==> src/rtl/hazard_ctrl_if.sv <==
// hazard_ctrl_if: groups the ID-stage hazard inputs and the pipeline
// control outputs of hazard_ctrl into one bundle.
//   slave  : seen from hazard_ctrl (hazard inputs in, control outputs out)
//   master : seen from the pipeline/bench driving the hazard inputs
// Signals:
//   instru_id[31:0]      instruction in ID
//   idex_memread         MemRead of the EX instruction
//   idex_regwrite        RegWrite of the EX instruction
//   idex_wreg[4:0]       destination register of the EX instruction
//   exmem_memread        MemRead of the MEM instruction
//   exmem_wreg[4:0]      destination register of the MEM instruction
//   branch_taken         ID-stage branch decision
//   jump                 jump from control
//   pc_write             PC write enable
//   ifid_write           IF/ID write enable
//   c_clearControl       bubble into ID/EX
//   if_flush             zero IF/ID on next edge
//   stall_cycles[31:0]   stall cycle count (HAZARD_PERF_CNT_EN only, else 0)
//   flush_count[31:0]    IF flush count (HAZARD_PERF_CNT_EN only, else 0)
interface hazard_ctrl_if;
  logic [31:0] instru_id;
  logic        idex_memread;
  logic        idex_regwrite;
  logic [4:0]  idex_wreg;
  logic        exmem_memread;
  logic [4:0]  exmem_wreg;
  logic        branch_taken;
  logic        jump;
  logic        pc_write;
  logic        ifid_write;
  logic        c_clearControl;
  logic        if_flush;
  logic [31:0] stall_cycles;
  logic [31:0] flush_count;

  modport slave (
    input  instru_id, idex_memread, idex_regwrite, idex_wreg,
           exmem_memread, exmem_wreg, branch_taken, jump,
    output pc_write, ifid_write, c_clearControl, if_flush,
           stall_cycles, flush_count
  );

  modport master (
    output instru_id, idex_memread, idex_regwrite, idex_wreg,
           exmem_memread, exmem_wreg, branch_taken, jump,
    input  pc_write, ifid_write, c_clearControl, if_flush,
           stall_cycles, flush_count
  );
endinterface

==> src/rtl/hazard_ctrl.sv <==
// hazard_ctrl: load-use / branch-operand hazard detection and stall/flush
// sequencing for the 5-stage MIPS core, plus a post-reset boot drain.
// Ports:
//   clk    rising-edge clock
//   reset  synchronous, active-high reset
//   hz     hazard_ctrl_if.slave (hazard inputs, pipeline control outputs)
// Parameter:
//   BOOT_CYCLES  bubble-injection cycles after reset (1..15)
// Optional feature macro: HAZARD_PERF_CNT_EN
//   defined   -> stall_cycles / flush_count performance counters are built
//   undefined -> both counter outputs are tied to 0
//
// state | meaning
// ------+-------------------------------------------------------------
// BOOT  | post-reset drain: bubbles + IF flush, cnt counts down to 0
// RUN   | normal issue; stalls in place for 1-cycle hazards
// STALL | extra stall cycles of a 2-cycle hazard, hazard inputs ignored
module hazard_ctrl #(
  parameter int BOOT_CYCLES = 3
) (
  input  logic         clk,
  input  logic         reset,
  hazard_ctrl_if.slave hz
);

  typedef enum logic [1:0] {
    ST_BOOT  = 2'd0,
    ST_RUN   = 2'd1,
    ST_STALL = 2'd2
  } state_t;

  state_t     state_q, state_d;
  logic [3:0] cnt_q, cnt_d;

  logic [5:0] opcode;
  logic [4:0] rs, rt;
  logic       uses_rt, is_br;
  logic       ex_hit, mem_hit;
  logic [1:0] stall_n;

  logic       pc_write_c, ifid_write_c, clr_c, if_flush_c;

  logic       unused_bits;
  assign unused_bits = ^hz.instru_id[15:0];

  assign opcode  = hz.instru_id[31:26];
  assign rs      = hz.instru_id[25:21];
  assign rt      = hz.instru_id[20:16];
  assign uses_rt = (opcode == 6'b000000) || (opcode == 6'b000100) ||
                   (opcode == 6'b000101) || (opcode == 6'b101011);
  assign is_br   = (opcode == 6'b000100) || (opcode == 6'b000101);

  assign ex_hit  = (hz.idex_wreg != 5'd0) &&
                   ((hz.idex_wreg == rs) || (uses_rt && (hz.idex_wreg == rt)));
  assign mem_hit = (hz.exmem_wreg != 5'd0) &&
                   ((hz.exmem_wreg == rs) || (uses_rt && (hz.exmem_wreg == rt)));

  // Priority order matters: a branch behind a load in EX needs the longest wait.
  always_comb begin
    stall_n = 2'd0;
    if (is_br && hz.idex_memread && ex_hit)
      stall_n = 2'd2;
    else if (is_br && hz.idex_regwrite && ex_hit)
      stall_n = 2'd1;
    else if (is_br && hz.exmem_memread && mem_hit)
      stall_n = 2'd1;
    else if (hz.idex_memread && ex_hit)
      stall_n = 2'd1;
  end

  always_ff @(posedge clk) begin
    if (reset) begin
      state_q <= ST_BOOT;
      cnt_q   <= 4'(BOOT_CYCLES - 1);
    end else begin
      state_q <= state_d;
      cnt_q   <= cnt_d;
    end
  end

  always_comb begin
    state_d      = state_q;
    cnt_d        = cnt_q;
    pc_write_c   = 1'b0;
    ifid_write_c = 1'b0;
    clr_c        = 1'b1;
    if_flush_c   = 1'b0;
    case (state_q)
      ST_BOOT: begin
        if_flush_c = 1'b1;
        if (cnt_q == 4'd0)
          state_d = ST_RUN;
        else
          cnt_d = cnt_q - 4'd1;
      end
      ST_RUN: begin
        if (stall_n == 2'd0) begin
          pc_write_c   = 1'b1;
          ifid_write_c = 1'b1;
          clr_c        = 1'b0;
          if_flush_c   = hz.branch_taken | hz.jump;
        end else if (stall_n == 2'd2) begin
          // This RUN cycle is the first stall; cnt holds the STALL cycles left.
          cnt_d   = 4'd1;
          state_d = ST_STALL;
        end
      end
      ST_STALL: begin
        // Leave once the last remaining stall cycle is being spent.
        if (cnt_q <= 4'd1) begin
          cnt_d   = 4'd0;
          state_d = ST_RUN;
        end else begin
          cnt_d = cnt_q - 4'd1;
        end
      end
      default: begin
        state_d = ST_BOOT;
        cnt_d   = 4'(BOOT_CYCLES - 1);
      end
    endcase
  end

  assign hz.pc_write       = pc_write_c;
  assign hz.ifid_write     = ifid_write_c;
  assign hz.c_clearControl = clr_c;
  assign hz.if_flush       = if_flush_c;

`ifdef HAZARD_PERF_CNT_EN
  logic [31:0] stall_cycles_q, flush_count_q;

  always_ff @(posedge clk) begin
    if (reset) begin
      stall_cycles_q <= 32'd0;
      flush_count_q  <= 32'd0;
    end else begin
      if ((state_q != ST_BOOT) && !pc_write_c)
        stall_cycles_q <= stall_cycles_q + 32'd1;
      if ((state_q == ST_RUN) && if_flush_c)
        flush_count_q <= flush_count_q + 32'd1;
    end
  end

  assign hz.stall_cycles = stall_cycles_q;
  assign hz.flush_count  = flush_count_q;
`else
  assign hz.stall_cycles = 32'd0;
  assign hz.flush_count  = 32'd0;
`endif

endmodule

==> src/flat_wrapper.sv <==
// flat-port wrapper written by rule: the top's interface ports become plain ports
module hazard_ctrl_flat 
#(
  parameter int BOOT_CYCLES = 3
)
  (clk, reset, hz_instru_id, hz_idex_memread, hz_idex_regwrite, hz_idex_wreg, hz_exmem_memread, hz_exmem_wreg, hz_branch_taken, hz_jump, hz_pc_write, hz_ifid_write, hz_c_clearControl, hz_if_flush, hz_stall_cycles, hz_flush_count);
  hazard_ctrl_if hz_i ();
  input  logic clk;
  input  logic reset;
  input wire logic [$bits(hz_i.instru_id)-1:0] hz_instru_id;
  input wire logic [$bits(hz_i.idex_memread)-1:0] hz_idex_memread;
  input wire logic [$bits(hz_i.idex_regwrite)-1:0] hz_idex_regwrite;
  input wire logic [$bits(hz_i.idex_wreg)-1:0] hz_idex_wreg;
  input wire logic [$bits(hz_i.exmem_memread)-1:0] hz_exmem_memread;
  input wire logic [$bits(hz_i.exmem_wreg)-1:0] hz_exmem_wreg;
  input wire logic [$bits(hz_i.branch_taken)-1:0] hz_branch_taken;
  input wire logic [$bits(hz_i.jump)-1:0] hz_jump;
  output wire logic [$bits(hz_i.pc_write)-1:0] hz_pc_write;
  output wire logic [$bits(hz_i.ifid_write)-1:0] hz_ifid_write;
  output wire logic [$bits(hz_i.c_clearControl)-1:0] hz_c_clearControl;
  output wire logic [$bits(hz_i.if_flush)-1:0] hz_if_flush;
  output wire logic [$bits(hz_i.stall_cycles)-1:0] hz_stall_cycles;
  output wire logic [$bits(hz_i.flush_count)-1:0] hz_flush_count;
  assign hz_i.instru_id = hz_instru_id;
  assign hz_i.idex_memread = hz_idex_memread;
  assign hz_i.idex_regwrite = hz_idex_regwrite;
  assign hz_i.idex_wreg = hz_idex_wreg;
  assign hz_i.exmem_memread = hz_exmem_memread;
  assign hz_i.exmem_wreg = hz_exmem_wreg;
  assign hz_i.branch_taken = hz_branch_taken;
  assign hz_i.jump = hz_jump;
  assign hz_pc_write = hz_i.pc_write;
  assign hz_ifid_write = hz_i.ifid_write;
  assign hz_c_clearControl = hz_i.c_clearControl;
  assign hz_if_flush = hz_i.if_flush;
  assign hz_stall_cycles = hz_i.stall_cycles;
  assign hz_flush_count = hz_i.flush_count;
  hazard_ctrl #(.BOOT_CYCLES(BOOT_CYCLES)) u_core (.clk(clk), .reset(reset), .hz(hz_i));
endmodule
==> config.mk <==
export PLATFORM = sky130hd
export DESIGN_NAME = hazard_ctrl_flat
export DESIGN_NICKNAME = d
export VERILOG_FILES = /design/src/rtl/hazard_ctrl_if.sv /design/src/rtl/hazard_ctrl.sv /design/src/flat_wrapper.sv
export SDC_FILE = /design/constraint.sdc
export NUM_CORES = 1
export LEC_CHECK = 0
export CORE_MARGIN = 2
export CORE_UTILIZATION = 31
export DETAILED_ROUTE_END_ITERATION = 10
export GPL_TIMING_DRIVEN = 0
export PLACE_DENSITY = 0.82
export SLEW_MARGIN = 20
export SYNTH_ARGS = -nofsm -noshare
export SYNTH_HDL_FRONTEND = slang
export SYNTH_SLANG_ARGS = --single-unit
==> constraint.sdc <==
create_clock -name clk -period 2.2 [get_ports clk]
set_input_delay 0.44 -clock clk [delete_from_list [all_inputs] [get_ports clk]]
set_output_delay 0.44 -clock clk [all_outputs]
set_load 0.005 [all_outputs]
Yosys cells after proc, flatten, opt, wreduce, memory -nomap -nowiden
Index checks and enable logic that the tools add are counted.

word-level totals
  register bits after elaboration = 6
  input port bits = 49
  logic and storage cells = 65

operators by class
  $add $sub $neg = 1
  order comparisons = 1
  eq/ne operators = 15
  muxes and demuxes = 20
  bitwise operators = 1
  reduce and logical (&&, ||, !) cells = 25

operators with widths
  kind                                                                      number
  5-bit equality test                                                       4
  4-bit 2-to-1 mux                                                          4
  2-bit 2-to-1 mux                                                          7
  6-bit by 3-bit equality test with 1-bit output (second input constant)    2
  4-bit one-hot mux with 3 select lines                                     1
  1-bit logical AND                                                         11
  5-bit nonzero test                                                        2
  6-bit equality test (second input constant)                               1
  6-bit zero test                                                           1
  1-bit logical OR                                                          6
  1-bit 2-to-1 mux                                                          6
  2-bit by 1-bit inequality test with 1-bit output (second input constant)  3
  2-bit one-hot mux with 3 select lines                                     1
  2-bit equality test (second input constant)                               2
  4-bit by 1-bit <= comparator with 1-bit output (second input constant)    1
  2-bit zero test                                                           2
  4-bit zero test                                                           1
  2-bit inequality test (second input constant)                             2
  4-bit AND reduction                                                       1
  4-bit by 1-bit subtractor with 4-bit output (second input constant)       1
  3-bit AND reduction                                                       1
  2-bit by 1-bit equality test with 1-bit output (second input constant)    1
  1-bit one-hot mux with 2 select lines                                     1
  1-bit bitwise OR                                                          1

Depth between registers and ports, before layout
Gate-level depths: netlist (run 1).

  depth in word-level cells = 16
  mapped depth = 7
  mapped depth without buffers = 7

Least setup slack after synthesis (run 1)
No wires, ideal clock.

  path kind = input to output
  start point = input port hz_idex_wreg[0]
  end point = output port hz_pc_write
  data arrival time = 1708 ps
  required time = 1760 ps
  path slack = 52 ps
  stages on the path = 7
  cell sequence = or4_1 nor2_2 nor4_1 nor2_1 o21bai_1 nor3_1 buf_4

on the way
  word-level cells in the longest chain between the ends = 12

RTL lines
  what                              RTL line            RTL
  start: declaration                flat_wrapper.sv:13  input wire logic [$bits(hz_i.idex_wreg)-1:0] hz_idex_wreg;
  5-bit equality test               hazard_ctrl.sv:54   ((hz.idex_wreg == rs) || (uses_rt && (hz.idex_wreg == rt)));
  1-bit logical AND                 hazard_ctrl.sv:54
  1-bit logical OR                  hazard_ctrl.sv:54
  1-bit logical AND *               hazard_ctrl.sv:53   assign ex_hit = (hz.idex_wreg != 5'd0) &&
  1-bit logical AND                 hazard_ctrl.sv:67   else if (hz.idex_memread && ex_hit)
  1-bit 2-to-1 mux                  hazard_ctrl.sv:67
  2-bit 2-to-1 mux                  hazard_ctrl.sv:65   else if (is_br && hz.exmem_memread && mem_hit)
  2-bit 2-to-1 mux                  hazard_ctrl.sv:63   else if (is_br && hz.idex_regwrite && ex_hit)
  2-bit 2-to-1 mux *                hazard_ctrl.sv:61   if (is_br && hz.idex_memread && ex_hit)
  2-bit zero test *                 hazard_ctrl.sv:97   if (stall_n == 2'd0) begin
  1-bit 2-to-1 mux * (2 in series)  --
  end: declaration                  flat_wrapper.sv:18  output wire logic [$bits(hz_i.pc_write)-1:0] hz_pc_write;

Every way passes the cells marked *; elsewhere a longest branch is shown, timed or not.

Worst setup path after layout (run 1)
  start point = input port hz_idex_wreg[4]
  end point = output port hz_pc_write

on the way
  word-level cells in the longest chain between the ends = 12

RTL lines
  what                 RTL line           RTL
  5-bit equality test  hazard_ctrl.sv:54
  1-bit logical AND    hazard_ctrl.sv:54
  1-bit logical OR     hazard_ctrl.sv:54
  1-bit logical AND *  hazard_ctrl.sv:53
  1-bit logical AND    hazard_ctrl.sv:67
  1-bit 2-to-1 mux     hazard_ctrl.sv:67
  2-bit 2-to-1 mux     hazard_ctrl.sv:65
  2-bit 2-to-1 mux     hazard_ctrl.sv:63
  2-bit 2-to-1 mux *   hazard_ctrl.sv:61
  2-bit zero test *    hazard_ctrl.sv:97
  1-bit 2-to-1 mux *   hazard_ctrl.sv:97
  1-bit 2-to-1 mux *   hazard_ctrl.sv:88  case (state_q)

Marked as above.

==> results of run 1 <==
synth_stat cells, types with 4 or more instances:
master	instances	area, um2
a21oi_1	4	20.0
buf_4	65	488
dfxtp_1	6	120
inv_1	7	26.3
nor2_1	6	22.5
nor3_1	5	25.0
nor4_1	4	25.0
o21ai_0	6	30.0
xnor2_1	12	105
xor2_1	9	78.8
worst reg2reg max path, stage by stage (launching register included):
cell      delay, ps
dfxtp_1         420
inv_1           110
ha_1            240
o21ai_0         240
and3_1          270
o21ai_0         140
a211oi_2        230
power breakdown:
part | internal (uW) | switching, uW
logic | 335 | 303
clock network | 118 | 51.3
registers | 151 | 52.0
total | 603 | 406
flip-flops by register name, indices dropped and copies added, names as in the netlist:
register	cells
u_core.state_q	2
u_core.cnt_q	4
per-stage QoR:
stage | cells | setup slack, ps | hold slack, ps
3_5_place_dp | 314 | -980 | 507
6_report | 323 | -200 | 510
4_1_cts | 322 | -291 | 513
5_1_grt | 323 | -288 | 543
2_1_floorplan | 229 | 51.7 | 477
3_3_place_gp | 314 | -941 | 504
cell type report:
class	count	area (um2)
fillers	388	1890
multi-input cells	149	966
plain buffers	67	495
repair buffers	41	342
flip-flops and latches	6	120
well taps	50	62.6
clock buffers	3	41.3
inverters	7	26.3
per-layer routing:
metal / part of all wire [%] / wire, um / vias up
li1: - / - / 650
met1: 32 / 949 / 548
met2: 54 / 1610 / 75
met3: 11 / 312 / 8
met4: 2.9 / 85 / 0
met5: 0 / 0 / -
final timing paths:
path / start / cells after the start / to / slack [ps]
max reg2reg: u_core.cnt_q[0]$_SDFFE_PP0P_ / 6 / u_core.cnt_q[2]$_SDFFE_PP0P_ / 460
min: u_core.cnt_q[3]$_SDFFE_PP0P_ / 2 / u_core.cnt_q[3]$_SDFFE_PP0P_ / 510
max: hz_idex_wreg[4] / 10 / hz_pc_write / -200
min reg2reg: u_core.cnt_q[3]$_SDFFE_PP0P_ / 2 / u_core.cnt_q[3]$_SDFFE_PP0P_ / 510
cells by family after synthesis:
family | synth area share (%)
flip-flops | 9.63
XOR/XNOR | 14.7
AND/OR/NAND/NOR | 14.6
AO/OA/AOI/OAI | 15.8
adder cells (fa/ha/maj) | 3.01
buffers and inverters | 41.8
other | 0.301
timing repair:
item                       in CTS  in global routing
setup buffers                   5                  1
resized for setup              79                 35
pin swaps                      19                 14
setup endpoints to repair       4                  4
==> metrics list, run 1 <==
- Endpoint kind of the worst setup timing path: output pin
- Total placed instance area: 1900 um2
- The wire-length estimate of the detail-placed layout is 2450 um.
* Violations in the final reports: setup timing
- Post-route worst setup slack: -200 ps
* Most used cells in the layout excluding fill and tap cells: buf_4, conb_1, xnor2_1, dlygate4sd2_1, xor2_1
* Layout Area Growth over Synthesis: 64.6%
- Sequential cells were found to cover 9.63% of the synthesized design area.
- Timing would allow up to 0.417 GHz.
- The synthesized design contains 6 register bits.
- Per-cell via count in the routed design: 3.97
* Clock skew: 0.610 ps
* TritonCTS Sinks: 6
* Number of inserted diodes: 0
* Gate family responsible for the most delay along the worst path: simple AND/OR/NAND/NOR gates
- In the final routed layout, each cell accounts on average for 9.16 um.
* Die X: 67.4 um
- The net count of the finished layout is 327.
- Number of synthesized flops with an enable pin: 0
- Top cell by count, worst path: buf_6
* Peak supply drop: 0.320 mV
- Vertical die dimension: 67.4 um
- Clock-pin slew reported for the worst setup and hold paths after clock tree synthesis: 40 ps
- Mean area per synthesized cell: 7.51 um2
* Final Hold Viols: 0
- Global routing used 13.0% of the available tracks across all layers.
- Maximum buffer depth of the clock tree: 2
- After global routing, the most crowded layer is met2.
* Starting Density: 31.6%
- Most common cell after layout, fill and taps aside: buf_4
* Final Slew Violations: 0
* Power density cells: 491 nW/um2
- Entering global routing, the biggest net connects 11 pins.
- Global-route wire length before repair: 4510 um
- In this run the count of I/O pins placed on the die edge is 117.
* Area of the core: 3940 um2
- Die Area: 4550 um2
- Final core utilization: 52.1%
- The largest single stage delay on the critical path is 540 ps.
* Share of layout cells above drive strength 1: 41.4%
* Clock latency on the worst-skew pair: 220 ps
* M2 GR Usage: 23.6%
- Cell leakage power: 0.00108 uW
* Global routing usage on met1: 13.3%
- In the routed design, unresolved DRC markers number 0.
- Antenna violations before repair: 0
- Critical-path top delay cell: or4_4
* Cell area after synthesis: 1250 um2
* Total clock buffers created by CTS: 3
- First-pass DRT Iterations: 4
* Row Count: 23
- Data arrival time at the worst-slack endpoint: 1960 ps
- In this run, the number of DRC markers left after iteration 0 of detailed routing was 34.
- Gate count of the mapped netlist: 166
* Run status: complete, but fails checks
- Type of the most critical hold path: reg2reg
- Unique masters post-synth: 40
- Data on the critical path is required at its endpoint by 1760 ps.
- DRT Wirelength: 2960 um
* Count of synthesis-stage warnings from yosys: 0
* Cell at the root of the clock tree: clkbuf_8
- Vias in the first global route: 1120
- CTS tree: built
- Power comes to 1010 uW.
* Classification of the worst setup path: in2out
- Grt ovf: 0
- Final critical delay including setup and external delays: 2400 ps
- Post-route fraction of the period consumed by the critical path: 109%
- Final estimated routing congestion in global placement: 0.898
* Met3 Use GR: 4.00%
- The number of buffers and inverters on the critical path is 4.
- Crit Path Max Fanout: 2
- Vias after detailed routing: 1281
- Worst-path cell chain: buf_8, or4_4, nor2_4, nor4_4, nor2_2, o21bai_4, buf_6, nor3_4, buf_4, buf_6
* Setup repair after global routing missed its margin: true
- In this run the number of H-tree levels came out at 1.
* Setup-violating endpoint count in the final report: 4
- Synth async-reset ratio: 0%
- Hold buffer count at CTS: 0
- The tool flagged a number of max-cap violations equal to 0.
* Prevailing post-synth register cell: dfxtp_1
- Crit path launch type: primary input
- Port bufs: 35
- After routing, the total negative slack on setup checks comes to -630 ps.
- Summing all non-filler instances in the final layout gives an area of 2050 um2.
- The count of nets left with antenna violations once routing finished came out at 0.
Note: power is estimated with default switching activity, not from simulation.
==> run 2, diff against run 1 <==
- SKIP_LAST_GASP: default -> 1
==> results of run 2 <==
The final DEF is identical to that of run 1; final timing and power are the same.
